$ cat config.mk
export PLATFORM = sky130hd
export DESIGN_NAME = pipelined_shifter
export DESIGN_NICKNAME = d
export VERILOG_FILES = /design/src/rtl/shifter_pkg.sv /design/src/rtl/shift_stage.sv /design/src/rtl/pipelined_shifter.sv
export SDC_FILE = /design/constraint.sdc
export NUM_CORES = 1
export LEC_CHECK = 0
export ABC_AREA = 1
export CORE_ASPECT_RATIO = 1.1
export CORE_MARGIN = 1
export CORE_UTILIZATION = 45
export CTS_BUF_LIST = sky130_fd_sc_hd__clkbuf_4 sky130_fd_sc_hd__clkbuf_8
export DETAILED_ROUTE_END_ITERATION = 7
export HOLD_SLACK_MARGIN = 0.12
export SYNTH_ARGS = -nofsm -noshare
export SYNTH_HDL_FRONTEND = slang
export SYNTH_SLANG_ARGS = --single-unit
export TNS_END_PERCENT = 5
$ cat constraint.sdc
create_clock -name clock -period 5.9 [get_ports clock]
set_clock_uncertainty 0.05 [all_clocks]
set_input_delay 1.475 -clock clock [delete_from_list [all_inputs] [get_ports clock]]
set_output_delay 1.475 -clock clock [all_outputs]
set_load 0.01 [all_outputs]
$ cat src/rtl/shifter_pkg.sv
// Shared mode encoding for the pipelined barrel shifter.
package shifter_pkg;

    typedef logic [1:0] shift_mode_t;

    localparam shift_mode_t MODE_SLL = 2'b00;
    localparam shift_mode_t MODE_SRL = 2'b01;
    localparam shift_mode_t MODE_SRA = 2'b10;
    localparam shift_mode_t MODE_ROR = 2'b11;

endpackage

$ cat src/rtl/shift_stage.sv
// One pipeline stage: conditional shift by a fixed distance DIST, then a stallable register.
module shift_stage
    import shifter_pkg::*;
#(
    parameter int unsigned WIDTH   = 32,
    parameter int unsigned DIST    = 1,
    parameter int unsigned SEL_BIT = 0,
    parameter int unsigned SHW     = 5,
    parameter int unsigned TAGW    = 5
) (
    input  logic              clock,
    input  logic              reset,
    input  logic              en,
    input  logic              up_valid,
    input  logic [WIDTH-1:0]  up_data,
    input  shift_mode_t       up_mode,
    input  logic [SHW-1:0]    up_shamt,
    input  logic [TAGW-1:0]   up_tag,
    output logic              valid,
    output logic [WIDTH-1:0]  data,
    output shift_mode_t       mode,
    output logic [SHW-1:0]    shamt,
    output logic [TAGW-1:0]   tag,
    output logic [WIDTH-1:0]  shifted
);

    // SRA fills from the stage input's MSB, which every earlier stage preserved.
    always_comb begin
        shifted = up_data;
        if (up_shamt[SEL_BIT]) begin
            unique case (up_mode)
                MODE_SLL: shifted = up_data << DIST;
                MODE_SRL: shifted = up_data >> DIST;
                MODE_SRA: shifted = $unsigned($signed(up_data) >>> DIST);
                MODE_ROR: shifted = (up_data >> DIST) | (up_data << (WIDTH - DIST));
            endcase
        end
    end

    always_ff @(posedge clock) begin
        if (reset) begin
            valid <= 1'b0;
            data  <= '0;
            mode  <= MODE_SLL;
            shamt <= '0;
            tag   <= '0;
        end else if (en) begin
            valid <= up_valid;
            data  <= shifted;
            mode  <= up_mode;
            shamt <= up_shamt;
            tag   <= up_tag;
        end
    end

endmodule

$ cat src/rtl/pipelined_shifter.sv
// Pipelined barrel shifter: one register stage per shift-amount bit, largest distance first.
module pipelined_shifter
    import shifter_pkg::*;
#(
    parameter int unsigned WIDTH = 32,
    parameter int unsigned SHW   = $clog2(WIDTH),
    parameter int unsigned TAGW  = 5
) (
    input  logic             clock,
    input  logic             reset,
    input  logic             in_valid,
    output logic             in_ready,
    input  logic [WIDTH-1:0] in_data,
    input  logic [SHW-1:0]   in_shamt,
    input  logic [1:0]       in_mode,
    input  logic [TAGW-1:0]  in_tag,
    output logic             out_valid,
    input  logic             out_ready,
    output logic [WIDTH-1:0] out_data,
    output logic [TAGW-1:0]  out_tag,
    output logic             out_zero
);

    localparam int unsigned L = SHW;

    logic              st_valid   [L];
    logic [WIDTH-1:0]  st_data    [L];
    shift_mode_t       st_mode    [L];
    logic [SHW-1:0]    st_shamt   [L];
    logic [TAGW-1:0]   st_tag     [L];
    logic [WIDTH-1:0]  st_shifted [L];
    logic [L-1:0]      adv;
    logic              zero_q;

    // A stage may advance unless it and every stage downstream of it is full
    // while the output is stalled; this lets bubbles collapse.
    always_comb begin
        logic all_full;
        all_full = 1'b1;
        adv      = '0;
        for (int k = int'(L) - 1; k >= 0; k--) begin
            all_full = all_full & st_valid[k];
            adv[k]   = ~all_full | out_ready;
        end
    end

    for (genvar k = 0; k < L; k++) begin : g_stage
        logic              up_valid;
        logic [WIDTH-1:0]  up_data;
        shift_mode_t       up_mode;
        logic [SHW-1:0]    up_shamt;
        logic [TAGW-1:0]   up_tag;

        if (k == 0) begin : g_first
            assign up_valid = in_valid;
            assign up_data  = in_data;
            assign up_mode  = in_mode;
            assign up_shamt = in_shamt;
            assign up_tag   = in_tag;
        end else begin : g_rest
            assign up_valid = st_valid[k-1];
            assign up_data  = st_data[k-1];
            assign up_mode  = st_mode[k-1];
            assign up_shamt = st_shamt[k-1];
            assign up_tag   = st_tag[k-1];
        end

        shift_stage #(
            .WIDTH   (WIDTH),
            .DIST    (int'(1) << (L - 1 - k)),
            .SEL_BIT (L - 1 - k),
            .SHW     (SHW),
            .TAGW    (TAGW)
        ) u_stage (
            .clock    (clock),
            .reset    (reset),
            .en       (adv[k]),
            .up_valid (up_valid),
            .up_data  (up_data),
            .up_mode  (up_mode),
            .up_shamt (up_shamt),
            .up_tag   (up_tag),
            .valid    (st_valid[k]),
            .data     (st_data[k]),
            .mode     (st_mode[k]),
            .shamt    (st_shamt[k]),
            .tag      (st_tag[k]),
            .shifted  (st_shifted[k])
        );
    end

    // Zero flag is registered alongside the last stage so it tracks out_data exactly.
    always_ff @(posedge clock) begin
        if (reset) begin
            zero_q <= 1'b0;
        end else if (adv[L-1]) begin
            zero_q <= (st_shifted[L-1] == '0);
        end
    end

    assign in_ready  = adv[0] & ~reset;
    assign out_valid = st_valid[L-1];
    assign out_data  = st_data[L-1];
    assign out_tag   = st_tag[L-1];
    assign out_zero  = zero_q;

endmodule

# == Yosys cells after proc, flatten, opt, wreduce, memory -nomap -nowiden ==
# Index checks and enable logic that the tools add are counted.
# totals
register_bits,209
inputBits,48
out_inout_bits,40
# op_classes
eq_ne,15
mux,10
bitwise,21
n_reduce_logical,6
# op_table
operator,n
$pmux W32 S4,5
$mux W32,5
$logic_not A32 Y1,1
$or A16 B32 Y32,1
$or A24 B32 Y32,1
$or A28 B32 Y32,1
$or A30 B32 Y32,1
$or A31 B32 Y32,1
$eq A2 B2 Y1 const B,10
$eq A2 B1 Y1 const B,5
$logic_not A2 Y1,5
$not A1 Y1,6
$and A1 B1 Y1,5
$or A1 B1 Y1,5

# == Logic depth before layout (Yosys ltp) ==
# Gate-level depths: netlist of the first run.
# logic_depth
ltp_word,7
depth_mapped,12
mapped_depth_nobuf,11

# == Modules after synthesis ==
# A second synthesis of the first run with hierarchy kept.
# unflattened
cells_unflattened,2101
area_unflattened_um2,12779.8
# modules_own_cells
module,n_inst,cells_each,area_each_um2
shift_stage at g_stage[4].u_stage,1,463,2817.7
shift_stage at g_stage[2].u_stage,1,426,2641.3
shift_stage at g_stage[3].u_stage,1,431,2507.4
shift_stage at g_stage[1].u_stage,1,403,2429.8
shift_stage at g_stage[0].u_stage,1,337,2184.6
pipelined_shifter,1,41,198.9

# == Worst setup path before layout of the first run ==
# No wires, ideal clock.
# synth_timing
kind,input to output
start,input port out_ready
end,output port in_ready
arrival_ns,2.452
required_ns,4.375
path_slack_ns,1.923
path_stages,9
path_buffers,1
cell_sequence,nor2_4 -> nand2_2 -> nor2_4 -> nand2_4 -> nor2_4 -> inv_2 -> buf_4 -> nand2_1 -> inv_1
# synth_between
elab_chain_cells,2
# synth_rtl
item,line,rtl
from (decl),pipelined_shifter.sv:18,"input logic out_ready,"
$or A1 B1 Y1,pipelined_shifter.sv:43,adv[k] = ~all_full | out_ready;
$and A1 B1 Y1,pipelined_shifter.sv:101,assign in_ready = adv[0] & ~reset;
to (decl),pipelined_shifter.sv:12,"output logic in_ready,"
# No other way between the ends.

# == Worst setup path after layout of the first run ==
# Same ends and word-level chain as after synthesis.

==> key figures, run 1 <==
Power
  – Sequential share of power: 47.6%
  – VDD IR max: 150.3 uV
  – Int Pwr: 2.412 mW
  – P_sw: 0.8110 mW
  – Clk pwr share: 42.5%
  – Switch share: 25.16%
  – Final Power: 3.223 mW
  – Pwr per Cell Area: 278.3 mW/mm^2
  – Comb power frac: 9.8%
  – Leakage: 4.647 nW

Yosys
  – Yosys cell types: 29
  – Synth Cell Area: 0.009953 mm^2
  – Post-synthesis sequential area ratio: 42.04%
  – Post-synth EDFFs: 0
  – Flops & latches, synth: 209
  – Largest family of logic cells by synthesized area: compound AO/OA/AOI/OAI gates
  – Synth Instances: 1,413
  – Synth Area in Compound Gates: 31.57%
  – Async SR Flop Fraction: 0%
  – Yosys warns: 0
  – Post-Synth XOR/XNOR Area: 0.08799%
  – Synthesized area per cell: 7.044 um^2
  – Commonest register cell after synthesis: dfxtp_1
  – Syn nets: 1,461
  – Post-Synth Simple-Gate Area: 15.69%
  – Adder-cell area share of the yosys netlist: 0%
  – Multiplexer share of the synthesized area: 0%

CTS
  – CTS Buffer Depth: 3
  – Hold buffer count at cts: 0
  – Htree depth: 2
  – Clock latency on the worst-skew pair: 0.52 ns
  – CTS tree: built
  – Clk pin slew, worst setup/hold paths: 0.05 ns
  – Post-CTS Setup Bufs: 0
  – Cts bufs inserted: 37
  – Clock Tree Root: clkbuf_8
  – CTS resizes: 0
  – Clock sinks: 209

Final layout
  – Final Non-Filler Cells: 1,752
  – Nets: 1,488
  – Antenna Cells: 0
  – Fill cell count: 2,255
  – Proportion of layout cells with a drive suffix above 1: 6.224%
  – Fin area: 0.01158 mm^2
  – Syn-to-layout area delta: 16.35%
  – Fin util: 53.84%

Timing
  – Worst hold slack: 0.4104 ns
  – Final TNS setup: 0 ns
  – RSZ-0062 raised after global routing: no
  – Fin crit share: 87.92%
  – F_max: 192.8 MHz
  – Final setup margin: 0.7129 ns
  – Tmin final: 5.187 ns
  – Max Slew Vio Count: 0
  – Worst Tran Pin Value: 0.9758 ns
  – Rel. slew slack: 34.79%
  – Final setup violation count: 0
  – Final Hold Viols: 0

Floorplan
  – Placement Rows: 56
  – Core Box Area: 0.02151 mm^2
  – Die width: 143.8 um
  – I/O pins: 88
  – Vert. Die Dim: 158.0 um
  – Die footprint: 0.02272 mm^2
  – Starting Density: 46.27%

Detailed routing
  – Vias/cell: 5.411
  – Drt wl/cell: 14.85 um
  – Final ANT Viol Nets: 0
  – Routed via count: 9,480
  – Starting DRT DRC Count: 649
  – Drt first pass iters: 7
  – Final wirelength: 26,020 um
  – DRC: 0

Setup path
  – End of the worst register-to-register path: g_stage[2].u_stage.data[29]
  – Reg2reg setup slack: 3.32 ns
  – Critical R2R Launch: g_stage[4].u_stage.valid
  – Nature of the critical path startpoint: primary input
  – FF-to-FF path depth: 8
  – Crit. End Element: output port
  – WP data arrival: 3.66 ns
  – Crit Path Class: primary input to output port
  – Critical Path RT: 4.38 ns
  – CP Max Fanout: 36

GRT
  – GRT Total Usage: 23.57%
  – Number of global-route vias before repair: 8,612
  – GRT overflow: 0
  – First-pass GRT wire length: 43,470 um
  – Largest net degree at the start of global routing: 80
  – Initial antenna violation count: 0

Min path
  – Hold path start: out_zero
  – Worst Hold Path Cells: 2
  – Hold Crit Class: flip-flop to flip-flop
  – Hold-critical path endpoint: out_zero

Placed design
  – Placer congestion estimate: 0.8466
  – Pre-CTS setup slack: 0.7027 ns
  – IO Port Bufs: 87
  – Placed cell area: 0.01082 mm^2
  – Placed cell count: 1,691
  – Post-DP HPWL: 17,970 um

Outcome
  – Status: completed

Run
  – Max cap viols: 0
[flip-flops by register name (all words and copies together) (netlist names)]
| name | cells |
|---|---|
| g_stage.u_stage.data | 160 |
| g_stage.u_stage.valid | 5 |
| g_stage.u_stage.mode | 8 |
| g_stage.u_stage.shamt | 10 |
| g_stage.u_stage.tag | 25 |
| out_zero | 1 |
[logic make-up (layout without fill, tap and decap cells)]
group	count (synthesis)	after routing
XOR/XNOR	1	1
flip-flops	209	209
buffers and inverters	268	317
AND/OR/NAND/NOR	389	389
AO/OA/AOI/OAI	546	546
[placed cells by master, fill, tap and decap left out, types with 3 or more instances in the layout]
cell type / synthesis / routed
nand2_1: 225 / 224
dfxtp_1: 209 / 209
a21oi_1: 206 / 206
o21ai_0: 187 / 187
inv_1: 145 / 145
nor2_1: 106 / 104
clkdlybuf4s50_1: 0 / 86
a221oi_1: 68 / 68
nand3_1: 51 / 51
clkbuf_8: 0 / 47
o211ai_1: 34 / 34
o22ai_1: 15 / 15
buf_4: 1 / 13
a31oi_1: 12 / 12
a22oi_1: 11 / 11
o21ai_1: 10 / 10
clkbuf_4: 0 / 8
inv_2: 6 / 6
clkinv_2: 0 / 5
clkinv_1: 5 / 4
nor2_4: 3 / 3
[how the worst max path moves through the flow]
stage | cells after the start | slack, ns | to | from
after floorplan | 9 | 1.92 | in_ready | out_ready
after global placement | 10 | 0.72 | in_ready | out_ready
after detailed placement | 10 | 0.70 | in_ready | out_ready
after CTS | 10 | 0.70 | in_ready | out_ready
after global routing | 10 | 0.52 | in_ready | out_ready
final | 10 | 0.71 | in_ready | out_ready
[power by group through the flow]
stage | combinational [mW] | clock [mW] | sequential, mW
after floorplan | 0.211 | 0 | 1.54
after global placement | 0.313 | 0 | 1.56
after detailed placement | 0.315 | 0 | 1.56
after CTS | 0.317 | 1.41 | 1.53
after global routing | 0.358 | 1.47 | 1.54
final | 0.317 | 1.37 | 1.54
[synth_stat cells (5+ instances only)]
master	count	area, um^2
a22oi_1	11	82.58
o21ai_0	187	935.9
clkbuf_1	86	322.8
o211ai_1	34	255.2
a31oi_1	12	75.07
o21ai_1	10	50.05
o22ai_1	15	93.84
nand2_1	225	844.6
a21oi_1	206	1031
a221oi_1	68	595.6
buf_1	7	26.28
nor2_1	106	397.9
clkinv_1	5	18.77
buf_2	14	70.07
inv_2	6	22.52
nand3_1	51	255.2
dfxtp_1	209	4184
inv_1	145	544.3
[per-layer routing]
layer	share of wire, %	up-vias	routed length, um	GRT usage, %
met5	0	-	0	0
met2	45	254	11670	36.57
met3	4.4	50	1144	3.690
met4	3.2	0	836	10.39
met1	48	4279	12370	32.22
li1	-	4897	-	-
[critical path: stages]
cell and delay, ns:
clkdlybuf4s50_1 0.46, nor2_4 0.22, nand2_2 0.26, nor2_4 0.20, nand2_4 0.22, nor2_4 0.16, inv_2 0.04, nand2_1 0.08
inv_1 0.06, clkdlybuf4s50_1 0.47
[area by class of cell]
cell class	instances	area, um^2	share of cell area (%)
flip-flops and latches	209	4184	36.13
inverters	156	586.8	5.067
clock buffers	55	706.9	6.104
multi-input cells	936	4720	40.75
repair buffers	100	963.4	8.319
clock inverters	6	57.56	0.4970
well taps	290	362.8	3.133
Note: power is estimated with default switching activity, not from simulation.
==> run 2: changes to the inputs <==
--- a/config.mk
+++ b/config.mk
@@ -9,9 +9,11 @@
 export CORE_ASPECT_RATIO = 1.1
 export CORE_MARGIN = 1
 export CORE_UTILIZATION = 45
-export CTS_BUF_LIST = sky130_fd_sc_hd__clkbuf_4 sky130_fd_sc_hd__clkbuf_8
+export CTS_BUF_LIST = sky130_fd_sc_hd__clkbuf_16
 export DETAILED_ROUTE_END_ITERATION = 7
 export HOLD_SLACK_MARGIN = 0.12
+export PLACE_DENSITY = 0.71
+export RECOVER_POWER = 100
 export SYNTH_ARGS = -nofsm -noshare
 export SYNTH_HDL_FRONTEND = slang
 export SYNTH_SLANG_ARGS = --single-unit
==> run 2 against run 1 <==
The run now ends with max-capacitance violations, max-slew violations left. Final area fell by 1.0%. Critical path depth did not move. Global-route usage fell by 1.4 points. Worst hold slack improved by 0.011 ns. Cell count fell by 1.3%. Utilization fell by 0.55 points. Worst setup slack got worse by 0.20 ns. Power fell by 2.4%. Clock-buffer cell count fell by 32. Maximum frequency fell by 3.8%. Register-to-register slack got worse by 0.83 ns. Sequential power barely moved. Critical path type unchanged.
==> key figures, run 2 (synthesis gave the netlist of run 1 again) <==
Setup path
  – Top delay family on crit path: simple AND/OR/NAND/NOR gates
  – Slowest stage cell, crit path: clkdlybuf4s50_1
  – Nature of the critical path startpoint: primary input
  – Most used cell, CP: nor2_4
  – Max incr delay on CP: 0.47 ns
  – Crit-path cells: clkdlybuf4s50_1 > nor2_4 > nand2_1 > nor2_4 > nand2_4 > nor2_4 > inv_1 > nand2_1 > inv_1 > clkdlybuf4s50_1
  – Critical Path RT: 4.38 ns
  – Crit. End Element: output port
  – Worst Path Buf+Inv: 4
  – WP data arrival: 3.87 ns
  – Crit Path Class: primary input to output port
  – CP Max Fanout: 36

GRT
  – GRT Total Usage: 22.17%
  – Number of global-route vias before repair: 8,249
  – Largest net degree at the start of global routing: 80
  – Initial antenna violation count: 0
  – First-pass GRT wire length: 41,280 um
  – GRT overflow: 0

Final layout
  – Commonest non-fill, non-tap cell in the layout: nand2_1
  – Antenna Cells: 0
  – Biggest registers after layout: g_stage.u_stage.data (160), g_stage.u_stage.tag (25), g_stage.u_stage.shamt (10)
  – Fin area: 0.01146 mm^2
  – Largest register by flop count: g_stage.u_stage.data
  – Largest register FFs: 160
  – Most frequent cells in the layout: nand2_1 (225), dfxtp_1 (209), a21oi_1 (206)
  – Nets: 1,473
  – Syn-to-layout area delta: 15.16%
  – Proportion of layout cells with a drive suffix above 1: 3.475%

Timing
  – Final TNS setup: 0 ns
  – Final Hold Viols: 0
  – RSZ-0062 raised after global routing: no
  – Tmin final: 5.391 ns
  – Final setup violation count: 0
  – Worst Tran Pin Value: 3.275 ns
  – Rel. slew slack: -118.4%
  – F_max: 185.5 MHz
  – Max Slew Vio Count: 211
  – Fin crit share: 91.37%
  – Worst hold slack: 0.4217 ns
  – Final setup margin: 0.5090 ns

Power
  – Pwr per Cell Area: 274.3 mW/mm^2
  – Comb power frac: 9.9%
  – Leakage: 4.692 nW
  – Final Power: 3.145 mW
  – VDD IR max: 191.2 uV
  – Int Pwr: 2.351 mW
  – Switch share: 25.24%
  – Clk pwr share: 41.3%
  – Sequential share of power: 48.8%
  – P_sw: 0.7936 mW

Placed design
  – Placer congestion estimate: 0.8852
  – Post-DP HPWL: 17,370 um
  – IO Port Bufs: 87
  – Placed cell area: 0.01081 mm^2
  – Pre-CTS setup slack: 0.7069 ns

Detailed routing
  – Routed via count: 9,352
  – DRC: 0
  – Drt first pass iters: 7
  – Final wirelength: 24,810 um
  – Drt wl/cell: 14.35 um
  – Metal3 WL: 1110 um
  – Highest metal used: met4
  – Starting DRT DRC Count: 726
  – Met2 WL: 11,070 um
  – Vias/cell: 5.409
  – Final ANT Viol Nets: 0
  – DRT met1 WL: 12,000 um

Floorplan
  – Placement Rows: 56
  – Die width: 143.8 um
  – Core Box Area: 0.02151 mm^2
  – Starting Density: 46.27%
  – I/O pins: 88
  – Vert. Die Dim: 158.0 um
  – Die footprint: 0.02272 mm^2

Outcome
  – Status: complete, but fails checks
  – Failing checks: max-capacitance violations, max-slew violations

CTS
  – CTS resizes: 0
  – Htree depth: 1
  – Clock latency on the worst-skew pair: 0.50 ns
  – Clock Tree Root: clkbuf_16
  – CTS tree: built
  – Clk pin slew, worst setup/hold paths: 0.05 ns
  – Cts bufs inserted: 23
  – CTS Buffer Depth: 3
  – Hold buffer count at cts: 0
  – Post-CTS Setup Bufs: 0
  – Clock sinks: 209

Run
  – Max cap viols: 3

Min path
  – Hold Crit Class: flip-flop to flip-flop
[run 2: path summary, 6_finish.rpt]
check,cells past startpoint,endpoint,slack (ns),startpoint
setup reg to reg,10,g_stage[0].u_stage.data[3],2.49,g_stage[4].u_stage.valid
hold reg to reg,2,out_zero,0.42,out_zero
setup / recovery,10,in_ready,0.51,out_ready
hold / removal,2,out_zero,0.42,out_zero
[run 2: stage by stage]
| stage | utilization, % | cells |
|---|---|---|
| floorplan | - | 1413 |
| global placement | 50.25 | 1690 |
| detailed placement | 50.25 | 1690 |
| CTS | 53.37 | 1729 |
| global route | 53.29 | 1729 |
| finish | 53.29 | 1729 |
[run 2: cell type report]
| class | instances | area, um^2 |
|---|---|---|
| fill | 2091 | 10050 |
| inverter | 156 | 586.8 |
| tap | 290 | 362.8 |
| sequential | 209 | 4184 |
| clock buffer | 23 | 575.6 |
| clock inverter | 16 | 96.34 |
| multi-input combinational | 936 | 4717 |
| timing repair buffer | 99 | 939.7 |
[run 2: power groups by stage]
stage / Combinational, mW / Sequential (mW) / Clock (mW)
after CTS: 0.314 / 1.53 / 1.32
final: 0.312 / 1.53 / 1.30
after global routing: 0.354 / 1.54 / 1.38
after floorplan: 0.211 / 1.54 / 0
after global placement: 0.307 / 1.56 / 0
after detailed placement: 0.311 / 1.56 / 0
[run 2: metal layers]
layer / up-vias / global-route usage, %
li1: 4862 / -
met1: 4186 / 31.34
met2: 262 / 35.28
met3: 42 / 2.813
met4: 0 / 6.180
met5: - / 0
[run 2: worst register-to-register path, stage by stage (launching register included)]
cell and delay, ns:
dfxtp_1 0.33, inv_2 0.07, nor2_4 0.05, nand2_1 0.44, nor2_4 0.08, nand2_4 0.30, nor2_4 0.06, inv_1 0.08
clkbuf_1 1.42, o21ai_0 0.26, a21oi_1 0.19
==> run 3: changes to the inputs <==
--- a/config.mk
+++ b/config.mk
@@ -12,7 +12,7 @@
 export CTS_BUF_LIST = sky130_fd_sc_hd__clkbuf_16
 export DETAILED_ROUTE_END_ITERATION = 7
 export HOLD_SLACK_MARGIN = 0.12
-export PLACE_DENSITY = 0.71
+export PLACE_DENSITY = 0.73
 export RECOVER_POWER = 100
 export SYNTH_ARGS = -nofsm -noshare
 export SYNTH_HDL_FRONTEND = slang
==> constraint.sdc (replaced) <==
create_clock -name clock -period 4.7 [get_ports clock]
set_clock_uncertainty 0.05 [all_clocks]
set_input_delay 1.175 -clock clock [delete_from_list [all_inputs] [get_ports clock]]
set_output_delay 1.175 -clock clock [all_outputs]
set_load 0.01 [all_outputs]
==> run 3 against run 2 <==
The run still ends with max-capacitance violations, max-slew violations left. Worst setup slack better by 0.025 ns. Critical endpoint unchanged. Clock-buffer cell count is the same. Worst hold slack got worse by 0.0041 ns. Sequential share of layout area down 0.17 points. Final area up 0.48%. Register-to-register slack worse by 0.38 ns. Flip-flop and latch count stayed put. First-iteration DRC count up 1.1%. Global-route usage is essentially flat. Die area is the same. Cell count up 0.12%.
==> key figures, run 3 (synthesis gave the netlist of run 1 again) <==
Outcome
  – Status: complete, but fails checks
  – Failing checks: max-capacitance violations, max-slew violations

GRT
  – Initial antenna violation count: 0
  – Number of global-route vias before repair: 8,286
  – GRT Total Usage: 22.19%
  – First-pass GRT wire length: 41,370 um
  – GRT overflow: 0
  – Largest net degree at the start of global routing: 136

Floorplan
  – Starting Density: 46.27%
  – Vert. Die Dim: 158.0 um
  – Die footprint: 0.02272 mm^2
  – Core Box Area: 0.02151 mm^2
  – Placement Rows: 56
  – Die width: 143.8 um
  – I/O pins: 88

Final layout
  – Proportion of layout cells with a drive suffix above 1: 4.164%
  – Commonest non-fill, non-tap cell in the layout: nand2_1
  – Largest register by flop count: g_stage.u_stage.data
  – Fin area: 0.01152 mm^2
  – Syn-to-layout area delta: 15.71%
  – Fin util: 53.54%
  – Nets: 1,475
  – Fill cell count: 2,098
  – Most frequent cells in the layout: nand2_1 (224), dfxtp_1 (209), a21oi_1 (206)
  – Antenna Cells: 0
  – Biggest registers after layout: g_stage.u_stage.data (160), g_stage.u_stage.tag (25), g_stage.u_stage.shamt (10)
  – Largest register FFs: 160

Placed design
  – Placed cell area: 0.01083 mm^2
  – Post-DP HPWL: 16,970 um
  – Placer congestion estimate: 0.8580
  – IO Port Bufs: 87

Power
  – Leakage: 4.721 nW
  – VDD IR max: 213.9 uV
  – Pwr per Cell Area: 347.4 mW/mm^2

CTS
  – Clock sinks: 209
  – CTS tree: built
  – Htree depth: 1
  – CTS Buffer Depth: 3
  – Cts bufs inserted: 22
  – Clock Tree Root: clkbuf_16
  – CTS resizes: 0
  – Clock latency on the worst-skew pair: 0.51 ns
  – Clk pin slew, worst setup/hold paths: 0.06 ns
  – Hold buffer count at cts: 0
  – Post-CTS Setup Bufs: 0

Setup path
  – Nature of the critical path startpoint: primary input
  – CP Max Fanout: 8
  – Crit. End Element: output port
  – Critical Path RT: 3.47 ns
  – Crit Path Class: primary input to output port
  – WP data arrival: 2.94 ns

Timing
  – Max Slew Vio Count: 211
  – Tmin final: 4.166 ns
  – Rel. slew slack: -123.4%
  – RSZ-0062 raised after global routing: no
  – Fin crit share: 88.63%
  – Worst Tran Pin Value: 3.351 ns
  – Final setup violation count: 0
  – Final Hold Viols: 0
  – Final TNS setup: 0 ns
  – F_max: 240.1 MHz

Detailed routing
  – Vias/cell: 5.447
  – Drt first pass iters: 6
  – DRC: 0
  – Final ANT Viol Nets: 0
  – Routed via count: 9,429
  – Starting DRT DRC Count: 734
  – Drt wl/cell: 14.44 um
  – Final wirelength: 24,990 um

Min path
  – Hold Crit Class: flip-flop to flip-flop

Run
  – Max cap viols: 2
## run 3: cell count changes in the layout (fill, tap and decap cells not counted), moves of 2 or more
cell	previous run	this run
o21ai_1	3	0
buf_4	8	13
o21ai_0	194	197
clkinv_1	12	9
clkbuf_1	5	2
inv_2	4	6
## run 3: worst paths after layout
| check | from | cells after the start | slack, ns | endpoint |
|---|---|---|---|---|
| worst min-delay path | out_zero | 2 | 0.42 | out_zero |
| worst max-delay path | out_ready | 10 | 0.53 | in_ready |
| worst max register to register | g_stage[0].u_stage.mode[1] | 4 | 2.11 | g_stage[1].u_stage.data[22] |
| worst min register to register | out_zero | 2 | 0.42 | out_zero |
## run 3: report_power, final
part,leakage (nW),internal [mW],switching [mW]
Clock,0.351,0.989,0.694
Sequential,1.71,1.85,0.0699
Combinational,2.66,0.162,0.232
## run 3: critical path, cell delays in order
cell and delay [ns]:
clkdlybuf4s50_1 0.46, nor2_4 0.23, nand2_2 0.10, nor2_4 0.15, nand2_4 0.07, nor2_4 0.10, inv_2 0.06, nand2_1 0.08
inv_1 0.05, clkdlybuf4s50_1 0.47
## run 3: routing by layer
metal / vias up / routed length (um) / track usage [%]
li1: 4864 / - / -
met1: 4240 / 11900 / 31.17
met2: 284 / 11180 / 35.16
met3: 41 / 1235 / 2.511
met4: 0 / 665 / 7.497
met5: - / 0 / 0
## run 3: layout make-up
class,count,area [um^2],area share [%]
inverter,156,586.8,5.095
multi-input combinational,936,4720,40.98
clock buffer,23,575.6,4.997
tap,290,362.8,3.150
clock inverter,15,117.6,1.021
timing repair buffer,102,970.9,8.430
sequential,209,4184,36.33
## run 3: metrics by stage
stage / setup WS, ns / total power [mW] / hold slack, ns / std cells
global placement: 0.5222 / 2.345 / 0.4135 / 1693
global route: 0.4032 / 4.160 / 0.4448 / 1731
finish: 0.5342 / 4.001 / 0.4176 / 1731
detailed placement: 0.5232 / 2.352 / 0.4154 / 1693
floorplan: 1.323 / 2.202 / 0.3989 / 1413
CTS: 0.4971 / 4.025 / 0.4252 / 1731
